--- config.mk ---
export PLATFORM = sky130hd
export DESIGN_NAME = mfp_seven_segment_scanner
export DESIGN_NICKNAME = d
export VERILOG_FILES = /design/src/rtl/mfp_seven_segment_scanner_pkg.sv /design/src/rtl/mfp_hex_to_seven_segment.sv /design/src/rtl/mfp_seven_segment_scanner.sv
export SDC_FILE = /design/constraint.sdc
export NUM_CORES = 1
export LEC_CHECK = 0
export BUFFER_PORTS_ARGS = -buffer_cell sky130_fd_sc_hd__buf_2
export CAP_MARGIN = 20
export CELL_PAD_IN_SITES_DETAIL_PLACEMENT = 2
export CELL_PAD_IN_SITES_GLOBAL_PLACEMENT = 2
export CORE_AREA = 2 2 107 109
export CTS_BUF_LIST = sky130_fd_sc_hd__clkbuf_8
export CTS_CLUSTER_SIZE = 24
export DETAILED_ROUTE_END_ITERATION = 8
export DIE_AREA = 0 0 109 111
export HOLD_SLACK_MARGIN = 0.15
export PLACE_DENSITY = 0.95
export SLEW_MARGIN = 20
export SYNTH_ARGS = -nofsm -noshare
export SYNTH_HDL_FRONTEND = slang
export SYNTH_SLANG_ARGS = --single-unit
--- constraint.sdc ---
create_clock -name HCLK -period 8.6 [get_ports HCLK]
set_input_delay 0 -clock HCLK [delete_from_list [all_inputs] [get_ports HCLK]]
set_output_delay 0 -clock HCLK [all_outputs]
set_load 0.02 [all_outputs]
--- src/rtl/mfp_seven_segment_scanner_pkg.sv ---
// Shared constants for the 7-segment scanner.
//   MFP_7_SEGMENT_HEX_WIDTH : width of the IO_7_SegmentHEX register (8 nibbles)
//   SEG_TABLE               : active-low {g,f,e,d,c,b,a} patterns for hex 0..F
//   SEG_OFF                 : all segments dark
package mfp_seven_segment_scanner_pkg;

  localparam int MFP_7_SEGMENT_HEX_WIDTH = 32;

  localparam logic [6:0] SEG_OFF = 7'h7F;

  localparam logic [6:0] SEG_TABLE [16] = '{
    7'b1000000,  // 0
    7'b1111001,  // 1
    7'b0100100,  // 2
    7'b0110000,  // 3
    7'b0011001,  // 4
    7'b0010010,  // 5
    7'b0000010,  // 6
    7'b1111000,  // 7
    7'b0000000,  // 8
    7'b0010000,  // 9
    7'b0001000,  // A
    7'b0000011,  // b
    7'b1000110,  // C
    7'b0100001,  // d
    7'b0000110,  // E
    7'b0001110   // F
  };

endpackage

--- src/rtl/mfp_hex_to_seven_segment.sv ---
// Combinational hex nibble to active-low 7-segment decoder.
//   i_nibble : 4-bit hex value
//   o_seg_n  : segments {g,f,e,d,c,b,a}, active-low
module mfp_hex_to_seven_segment
  import mfp_seven_segment_scanner_pkg::*;
(
  input  logic [3:0] i_nibble,
  output logic [6:0] o_seg_n
);

  assign o_seg_n = SEG_TABLE[i_nibble];

endmodule

--- src/rtl/mfp_seven_segment_scanner.sv ---
// Time-multiplexed common-anode 7-segment display scanner.
// Each digit slot begins with an all-dark anti-ghosting interval, then lights
// the selected digit. Display data is snapshotted once per frame so bus writes
// never tear a frame. Supports leading-zero suppression and per-digit dots.
//   HCLK, HRESETn : clock, asynchronous active-low reset
//   hex_value     : one nibble per digit, digit 0 rightmost
//   dot           : decimal point request per digit (1 = lit)
//   digit_mask    : 1 = digit enabled
//   lz_blank      : 1 = suppress leading zeros (digit 0 always shown)
//   anode_n       : digit select, active-low, at most one bit low
//   seg_n         : segments {g..a}, active-low
//   dp_n          : decimal point, active-low
//   frame_start   : one-cycle pulse when a new snapshot is taken
module mfp_seven_segment_scanner
  import mfp_seven_segment_scanner_pkg::*;
#(
  parameter int N_DIGITS     = 8,
  parameter int SCAN_DIV     = 16384,
  parameter int BLANK_CYCLES = 256
)
(
  input  logic                  HCLK,
  input  logic                  HRESETn,
  input  logic [4*N_DIGITS-1:0] hex_value,
  input  logic [N_DIGITS-1:0]   dot,
  input  logic [N_DIGITS-1:0]   digit_mask,
  input  logic                  lz_blank,
  output logic [N_DIGITS-1:0]   anode_n,
  output logic [6:0]            seg_n,
  output logic                  dp_n,
  output logic                  frame_start
);

  localparam int CW = $clog2(SCAN_DIV);
  localparam int DW = (N_DIGITS > 1) ? $clog2(N_DIGITS) : 1;
  localparam logic [CW-1:0] CNT_MAX = CW'(SCAN_DIV - 1);
  localparam logic [DW-1:0] DIG_MAX = DW'(N_DIGITS - 1);

  logic [CW-1:0]         r_cnt;
  logic [DW-1:0]         r_digit;
  logic [4*N_DIGITS-1:0] r_hex_frame;
  logic [N_DIGITS-1:0]   r_dot_frame;
  logic [N_DIGITS-1:0]   r_mask_frame;
  logic                  r_lz_frame;

  logic                  w_snap;
  logic [4*N_DIGITS-1:0] w_hex;
  logic [N_DIGITS-1:0]   w_dot;
  logic [N_DIGITS-1:0]   w_mask;
  logic                  w_lz;
  logic [3:0]            w_nibble;
  logic [6:0]            w_seg_n;
  logic [DW-1:0]         w_top_nz;
  logic                  w_blank;
  logic                  w_dark;
  logic                  w_lit;
  logic [N_DIGITS-1:0]   w_anode_sel_n;

  always_ff @(posedge HCLK or negedge HRESETn) begin
    if (!HRESETn) begin
      r_cnt   <= '0;
      r_digit <= '0;
    end else if (r_cnt == CNT_MAX) begin
      r_cnt   <= '0;
      r_digit <= (r_digit == DIG_MAX) ? '0 : r_digit + 1'b1;
    end else begin
      r_cnt   <= r_cnt + 1'b1;
    end
  end

  assign w_snap = (r_cnt == '0) && (r_digit == '0);

  always_ff @(posedge HCLK or negedge HRESETn) begin
    if (!HRESETn) begin
      r_hex_frame  <= '0;
      r_dot_frame  <= '0;
      r_mask_frame <= '0;
      r_lz_frame   <= 1'b0;
    end else if (w_snap) begin
      r_hex_frame  <= hex_value;
      r_dot_frame  <= dot;
      r_mask_frame <= digit_mask;
      r_lz_frame   <= lz_blank;
    end
  end

  // In the snapshot cycle the frame registers still hold the old frame, so
  // decode straight from the inputs being latched; otherwise the first slot
  // of a frame would show stale data when BLANK_CYCLES is 0.
  assign w_hex  = w_snap ? hex_value  : r_hex_frame;
  assign w_dot  = w_snap ? dot        : r_dot_frame;
  assign w_mask = w_snap ? digit_mask : r_mask_frame;
  assign w_lz   = w_snap ? lz_blank   : r_lz_frame;

  assign w_nibble = w_hex[{r_digit, 2'b00} +: 4];

  mfp_hex_to_seven_segment u_dec (
    .i_nibble (w_nibble),
    .o_seg_n  (w_seg_n)
  );

  // Index of the highest nonzero nibble; 0 when all nibbles are zero, which
  // keeps digit 0 visible under leading-zero suppression.
  always_comb begin
    w_top_nz = '0;
    for (int i = 0; i < N_DIGITS; i++) begin
      if (w_hex[4*i +: 4] != 4'h0) w_top_nz = DW'(i);
    end
  end

  generate
    if (BLANK_CYCLES == 0) begin : g_no_blank
      assign w_blank = 1'b0;
    end else begin : g_blank
      assign w_blank = (r_cnt < CW'(BLANK_CYCLES));
    end
  endgenerate

  assign w_dark        = !w_mask[r_digit] || (w_lz && (r_digit > w_top_nz));
  assign w_lit         = !w_blank && !w_dark;
  assign w_anode_sel_n = ~(N_DIGITS'(1) << r_digit);

  always_ff @(posedge HCLK or negedge HRESETn) begin
    if (!HRESETn) begin
      anode_n     <= '1;
      seg_n       <= SEG_OFF;
      dp_n        <= 1'b1;
      frame_start <= 1'b0;
    end else begin
      anode_n     <= w_lit ? w_anode_sel_n : '1;
      seg_n       <= w_lit ? w_seg_n : SEG_OFF;
      dp_n        <= w_lit ? ~w_dot[r_digit] : 1'b1;
      frame_start <= w_snap;
    end
  end

endmodule

; Yosys cells after proc, flatten, opt, wreduce, memory -nomap -nowiden
; Memories as Yosys holds them, arrays and structs flattened.
; Index checks and enable logic that the tools add are counted.
[classes]
add_sub_neg = 2
order_cmp = 4
n_eq_ne = 2
n_shift = 2
n_mux = 22
bitwise_logic = 3
reduce_logical = 16
[ops]
columns = operator, n
row1 = $mux 32, 1
row2 = $shiftx 32x6->4, 1
row3 = $reduce_bool 4->1, 7
row4 = $mux 8, 3
row5 = $mux 3, 7
row6 = $mux 7, 3
row7 = $add 14x1->14 const B, 1
row8 = $eq 14x14->1 const B, 1
row9 = $logic_not 14->1, 1
row10 = $lt 14x9->1 const B, 1
row11 = $mux 14, 1
row12 = $not 8->8, 1
row13 = $shl 1x3->8 const A, 1
row14 = $bmux 1 s3, 2
row15 = $ge 5x5->1 const B, 1
row16 = $mux 1, 5
row17 = $not 4->5, 1
row18 = $lt 3x4->1 const B, 1
row19 = $add 3x1->3 const B, 1
row20 = $eq 3x3->1 const B, 1
row21 = $gt 3x3->1, 1
row22 = $logic_and 1x1->1, 3
row23 = $logic_not 1->1, 3
row24 = $logic_not 3->1, 1
row25 = 2 further kinds, 2
[word_totals]
regBits = 83
romBits = 112
inputBits = 51
out_inout_bits = 17
wordCells = 62
n_memories = 1
[mem_list]
columns = memory, depth, word_bits, read_ports, rd_clocked_by_memory_dff, write_ports, line
row1 = (name not given), 16, 7, 1, 0, 0, mfp_hex_to_seven_segment.sv:11  ; assign o_seg_n = SEG_TABLE[i_nibble];

; Depth between registers and ports, before layout
[logic_depth]
ltp_word = 17
mapped_depth = 22
depth_no_buf = 18

; Hierarchy
; Synthesis repeated with hierarchy kept, for this count alone.
[unflattened]
hier_cells = 393
area_unflattened_um2 = 4314.1
[by_module_without_submodules]
columns = module, instances, cells_each, area_each_um2, seq_area_each_um2
row1 = mfp_seven_segment_scanner, 1, 361, 4038.9, 2097.0
row2 = mfp_hex_to_seven_segment, 1, 32, 275.3, 0.0

; Worst setup path after synthesis
; No wires, ideal clock.
[synth_timing]
path_type = flip-flop to flip-flop
start = reg r_digit[0]
end = reg seg_n[1]
setup_ns = 0.110
arrival_time_ns = 4.296
required_ns = 8.490
path_slack_ns = 4.194
stages_incl_launch_ff = 22
n_path_buf = 5
synth_period_minus_slack_ns = 4.406
path_cell_list = dfrtp_1 -> clkbuf_1 -> inv_1 -> clkbuf_1 -> ha_1 -> nor3b_2 -> nand4_4 -> buf_6 -> buf_6 -> buf_6 -> nand2_1 -> nand2_1 -> or4_4 -> nor3_1 -> nor3_1 -> ha_1 -> nor2b_1 -> o21a_1 -> o211ai_1 -> nand3_1 -> o22ai_1 -> o311ai_1
[synth_between]
word_cells_on_any_way = 33
classes_between = order compare: 1 / shift: 1 / mux: 15 / bitwise: 1 / reduce/logical: 14 / memory: 1
[synth_rtl]
columns = element, line
row1 = start: declaration, mfp_seven_segment_scanner.sv:40  ; logic [DW-1:0] r_digit;
row2 = start signal: assignment, mfp_seven_segment_scanner.sv:65  ; r_digit <= (r_digit == DIG_MAX) ? '0 : r_digit + 1'b1;
row3 = $logic_not 3->1 *, mfp_seven_segment_scanner.sv:71  ; assign w_snap = (r_cnt == '0) && (r_digit == '0);
row4 = $logic_and 1x1->1 *, mfp_seven_segment_scanner.sv:71
row5 = $mux 32 *, --
row6 = net w_hex[18], mfp_seven_segment_scanner.sv:47  ; logic [4*N_DIGITS-1:0] w_hex;
row7 = branches (longest 10 deep; another with $mem_v2 16x7), --
row8 = $mux 7 *, mfp_seven_segment_scanner.sv:131  ; seg_n <= w_lit ? w_seg_n : SEG_OFF;
row9 = end signal: assignment, mfp_seven_segment_scanner.sv:131
row10 = end: declaration, mfp_seven_segment_scanner.sv:29  ; output logic [6:0] seg_n,
; Mark *: on every way through the listed nets, which the timed path passes. The select of a mux whose other input is x is not followed.
; A chain may end at the register's enable or synchronous reset.

; Final worst setup path
[layout_timing]
start = reg r_digit[1]
end = reg seg_n[1]
[layout_between]
word_cells_on_any_way = 33
classes_between = order compare: 1 / shift: 1 / mux: 15 / bitwise: 1 / reduce/logical: 14 / memory: 1
[layout_rtl]
columns = element, line
row1 = $logic_not 3->1 *, mfp_seven_segment_scanner.sv:71
row2 = $logic_and 1x1->1 *, mfp_seven_segment_scanner.sv:71
row3 = $mux 32 *, --
row4 = net w_hex[22], mfp_seven_segment_scanner.sv:47
row5 = branches (longest 9 deep; another with $mem_v2 16x7), --
row6 = $mux 7 *, mfp_seven_segment_scanner.sv:131
; Marked as above.

==> qor_table.md <==
| Metric | This run |
|---|---|
| Status | finished, final reports clean |
| Worst Max-Slew Pin Slew | 0.825 ns |
| Data arrival time of the critical path | 6.00 ns |
| Drt drc | 0 |
| Wire length of the first global-routing pass | 25200 um |
| Fraction of the mapped netlist area in compound gates | 7.18% |
| Number of vias per cell | 5.59 |
| Number of buffer and inverter stages on the critical path | 2 |
| Die outline height | 111 um |
| Filler cell count | 1127 |
| Multiplexer share of the synthesized area | 13.2% |
| Core ar. | 11100 um^2 |
| DRC violation total after the first TritonRoute iteration | 142 |
| Number of detailed-route iterations in the first pass | 4 |
| Antenna viol nets, final | 0 |
| Congestion Overflow GR | 0 |
| Share of synthesized cell area in full adder, half adder and majority cells | 4.88% |
| Depth of the worst register-to-register path | 17 |
| I/O Pins | 68 |
| Post-cts repair resize count | 0 |
| Kind of start point of the critical path | register |
| Leading cell types by total area after synthesis | dfrtp_1, dfstp_2, nand2_1 |
| Placement row count | 39 |
| Max frequency | 174 MHz |
| Most frequent cell after synthesis | nand2_1 |
| First element of the critical path | r_digit[1]$_DFFE_PN0N_ |
| Maximum number of buffers from clock root to sink | 2 |
| Worst path top cell family by delay | simple AND/OR/NAND/NOR gates |
| Fraction of layout cells with a size suffix above 1 | 24.3% |
| Critical Path Slowest Stage Cell | dfrtp_1 |
| Total setup violations reported at the end of the flow | 0 |
| FFs w/ async S/R, synth | 100% |
| Setup crit end | seg_n[1]$_DFF_PN1_ |
| Avg Synthesized Cell Area | 10.5 um^2 |
| Clk Latency, worst-skew pair | 0.39 ns |
| Ranking of synthesized cells by instance count | nand2_1, dfrtp_1, inv_1, nor2_1, mux2i_1 |
| Worst Hold Slack | 0.181 ns |
| Initial core utilization | 39.3% |
| Total Wirelength | 16000 um |
| Clock tree from TritonCTS | done |
| Minimum period implied by the final worst setup slack | 5.74 ns |
| Setup repair after global routing missed its margin | false |
| Number of register bits inferred by synthesis | 83 |
| Clock slew at reported path FFs | 0.10 ns |
| Full die area | 12100 um^2 |
| Worst path max stage delay | 0.80 ns |
| Detailed-route via count | 3793 |
| Half-perimeter wire length after placement | 9620 um |
| Worst-case headroom to the max-slew limit | 45.0% |
| Number of CTS-inserted buffers | 9 |
| Crit. path cell count | 17 |
| Sequential fraction of the synthesis area | 48.1% |
| CP endpoint kind | register |
| Global router's overall resource usage | 28.1% |
| Quantity of I/O buffers inserted on ports | 67 |
| Worst-case register-to-register setup slack | 2.86 ns |
| Cell chosen for the clock root | clkbuf_8 |
| Post-synthesis xor/xnor area fraction | 2.21% |
| Yosys warnings | 0 |
| Layout overhead on the synthesized area | 26.7% |
| Post-synthesis share of cell area spent on and, or, nand and nor gates | 19.4% |
| Per-cell routed wire length | 23.5 um |
| Setup TNS after final layout | 0 ns |
| Number of buffers added for setup after CTS | 0 |
| Number of enable flip-flop cells after synthesis | 0 |
| Worst R2R End | seg_n[1]$_DFF_PN1_ |
| Area leader, netlist | dfrtp_1 |
| Initial antenna violation count | 2 |
| Die span in x | 109 um |
| Area share of the largest cell type after synthesis | 38.5% |
| Min-Delay Path Class | input port to asynchronous set/reset pin |
| Worst-path fanout max | 28 |
| Static power due to leakage | 2.63 nW |
| Maximum vdd drop | 0.0836 mV |
| Hold violation total from the final report | 0 |
| Number of distinct library cells after synthesis | 60 |
| Via count of the first global-routing pass | 4340 |
| Clock sink count | 83 |
| Net count reported at finish | 597 |
| Number of max-slew violations in the final report | 0 |
| Cts-stage hold buffer count | 50 |
| Netlist Area Pre-Place | 4360 um^2 |
| Required @ worst endpoint | 8.86 ns |
| Post-Route Skew | 0.0253 ns |
| Predominant post-synthesis flop cell | dfrtp_1 |
| Post-Syn Instances | 416 |
| # Max-Cap Violations | 0 |
| Fraction of the cycle the final worst path needs | 66.7% |
| Type of the worst setup path | register to register |
| Pin count of the biggest net entering global routing | 84 |
| Weighted congestion at the end of routability-driven global placement | 0.810 |
| Launch instance of the worst register-to-register path | r_digit[1]$_DFFE_PN0N_ |
| H-tree depth | 3 |
| Post-synthesis net count | 484 |
| Largest family of logic cells by synthesized area | simple AND/OR/NAND/NOR gates |
| Power density over cell area | 150 nW/um^2 |
| Critical path cell sequence | inv_1, ha_1, nor3b_2, nand4_4, inv_2, nand2_1, nand2_1, or4_1, nor3_1, nor3_1, ha_1, nor2b_1, o21a_1, o211ai_1, nand3_1, o22ai_1, o311ai_1 |
[worst min-delay path by stage]
stage                     slack [ns]           from                        end
final                           0.18        HRESETn  r_hex_frame[10]$_DFF_PN0_
after global routing            0.30        HRESETn  r_hex_frame[10]$_DFF_PN0_
after CTS                       0.38  digit_mask[6]  r_mask_frame[6]$_DFF_PN0_
after detailed placement        0.23  digit_mask[6]  r_mask_frame[6]$_DFF_PN0_
after global placement          0.22  digit_mask[7]  r_mask_frame[7]$_DFF_PN0_
after floorplan                -0.30        HRESETn      frame_start$_DFF_PN0_
[registers in the layout, indices dropped and copies added, names as in the netlist]
| name | cells |
|---|---|
| r_lz_frame | 1 |
| r_hex_frame | 32 |
| dp_n | 1 |
| seg_n | 7 |
| r_cnt | 14 |
| r_dot_frame | 8 |
| r_digit | 3 |
| frame_start | 1 |
| r_mask_frame | 8 |
| anode_n | 8 |
[logic make-up (layout without fill, tap and decap cells)]
kind of cell    Yosys count  after routing
other cells               0              1
mux                      45             45
simple gates            170            170
fa+ha+maj                17             17
flops                    83             83
compound gates           43             43
buf+inv                  47            165
xor+xnor                 11             11
[metrics by stage]
step           setup slack [ns]  util, %  instance area (um^2)  cells  power [mW]
2_1_floorplan              4.19        -                  4360    416       0.440
3_3_place_gp               3.76     43.2                  4780    611       0.469
3_5_place_dp               3.26     43.2                  4780    611       0.475
4_1_cts                    3.18     49.7                  5510    677       0.820
5_1_grt                    2.50     49.8                  5520    678       0.853
6_report                   2.86     49.8                  5520    678       0.828
[power breakdown]
part / internal, mW / switching [mW] / leakage [nW]
combinational: 0.0385 / 0.0431 / 1.54
sequential: 0.402 / 0.00694 / 0.976
clock: 0.178 / 0.159 / 0.117
[cell type report]
type	instances	area, um^2	area share, %
diodes	1	2.50	0.0454
clock buffers	11	151	2.74
clock inverters	5	76.3	1.38
inverters	30	113	2.04
multi-input cells	286	2040	37.0
flip-flops and latches	83	2100	38.0
well taps	143	179	3.24
repair buffers	119	857	15.5
[layout by cell type, fill, tap and decap left out, types with 4 or more instances in the layout]
| cell | n |
|---|---|
| mux2_2 | 7 |
| clkbuf_8 | 11 |
| buf_2 | 66 |
| mux4_2 | 7 |
| o21ai_0 | 9 |
| dlygate4sd3_1 | 50 |
| nand4_1 | 5 |
| xnor2_1 | 5 |
| nand3_1 | 20 |
| ha_1 | 17 |
| and3_1 | 5 |
| nand2_1 | 86 |
| mux2i_1 | 26 |
| inv_1 | 28 |
| dfrtp_1 | 67 |
| nor3_1 | 6 |
| nor2_1 | 27 |
| dfstp_2 | 16 |
| o22ai_1 | 4 |
| xor2_1 | 6 |
[metal layers]
layer | global-route usage, % | vias to the layer above | wire length (um)
met4 | 13.6 | 2 | 619
met5 | 0 | - | 15
met3 | 5.53 | 53 | 680
met1 | 33.6 | 1955 | 6170
li1 | - | 1659 | -
met2 | 47.7 | 124 | 8470
(Power assumes the default switching activity.)
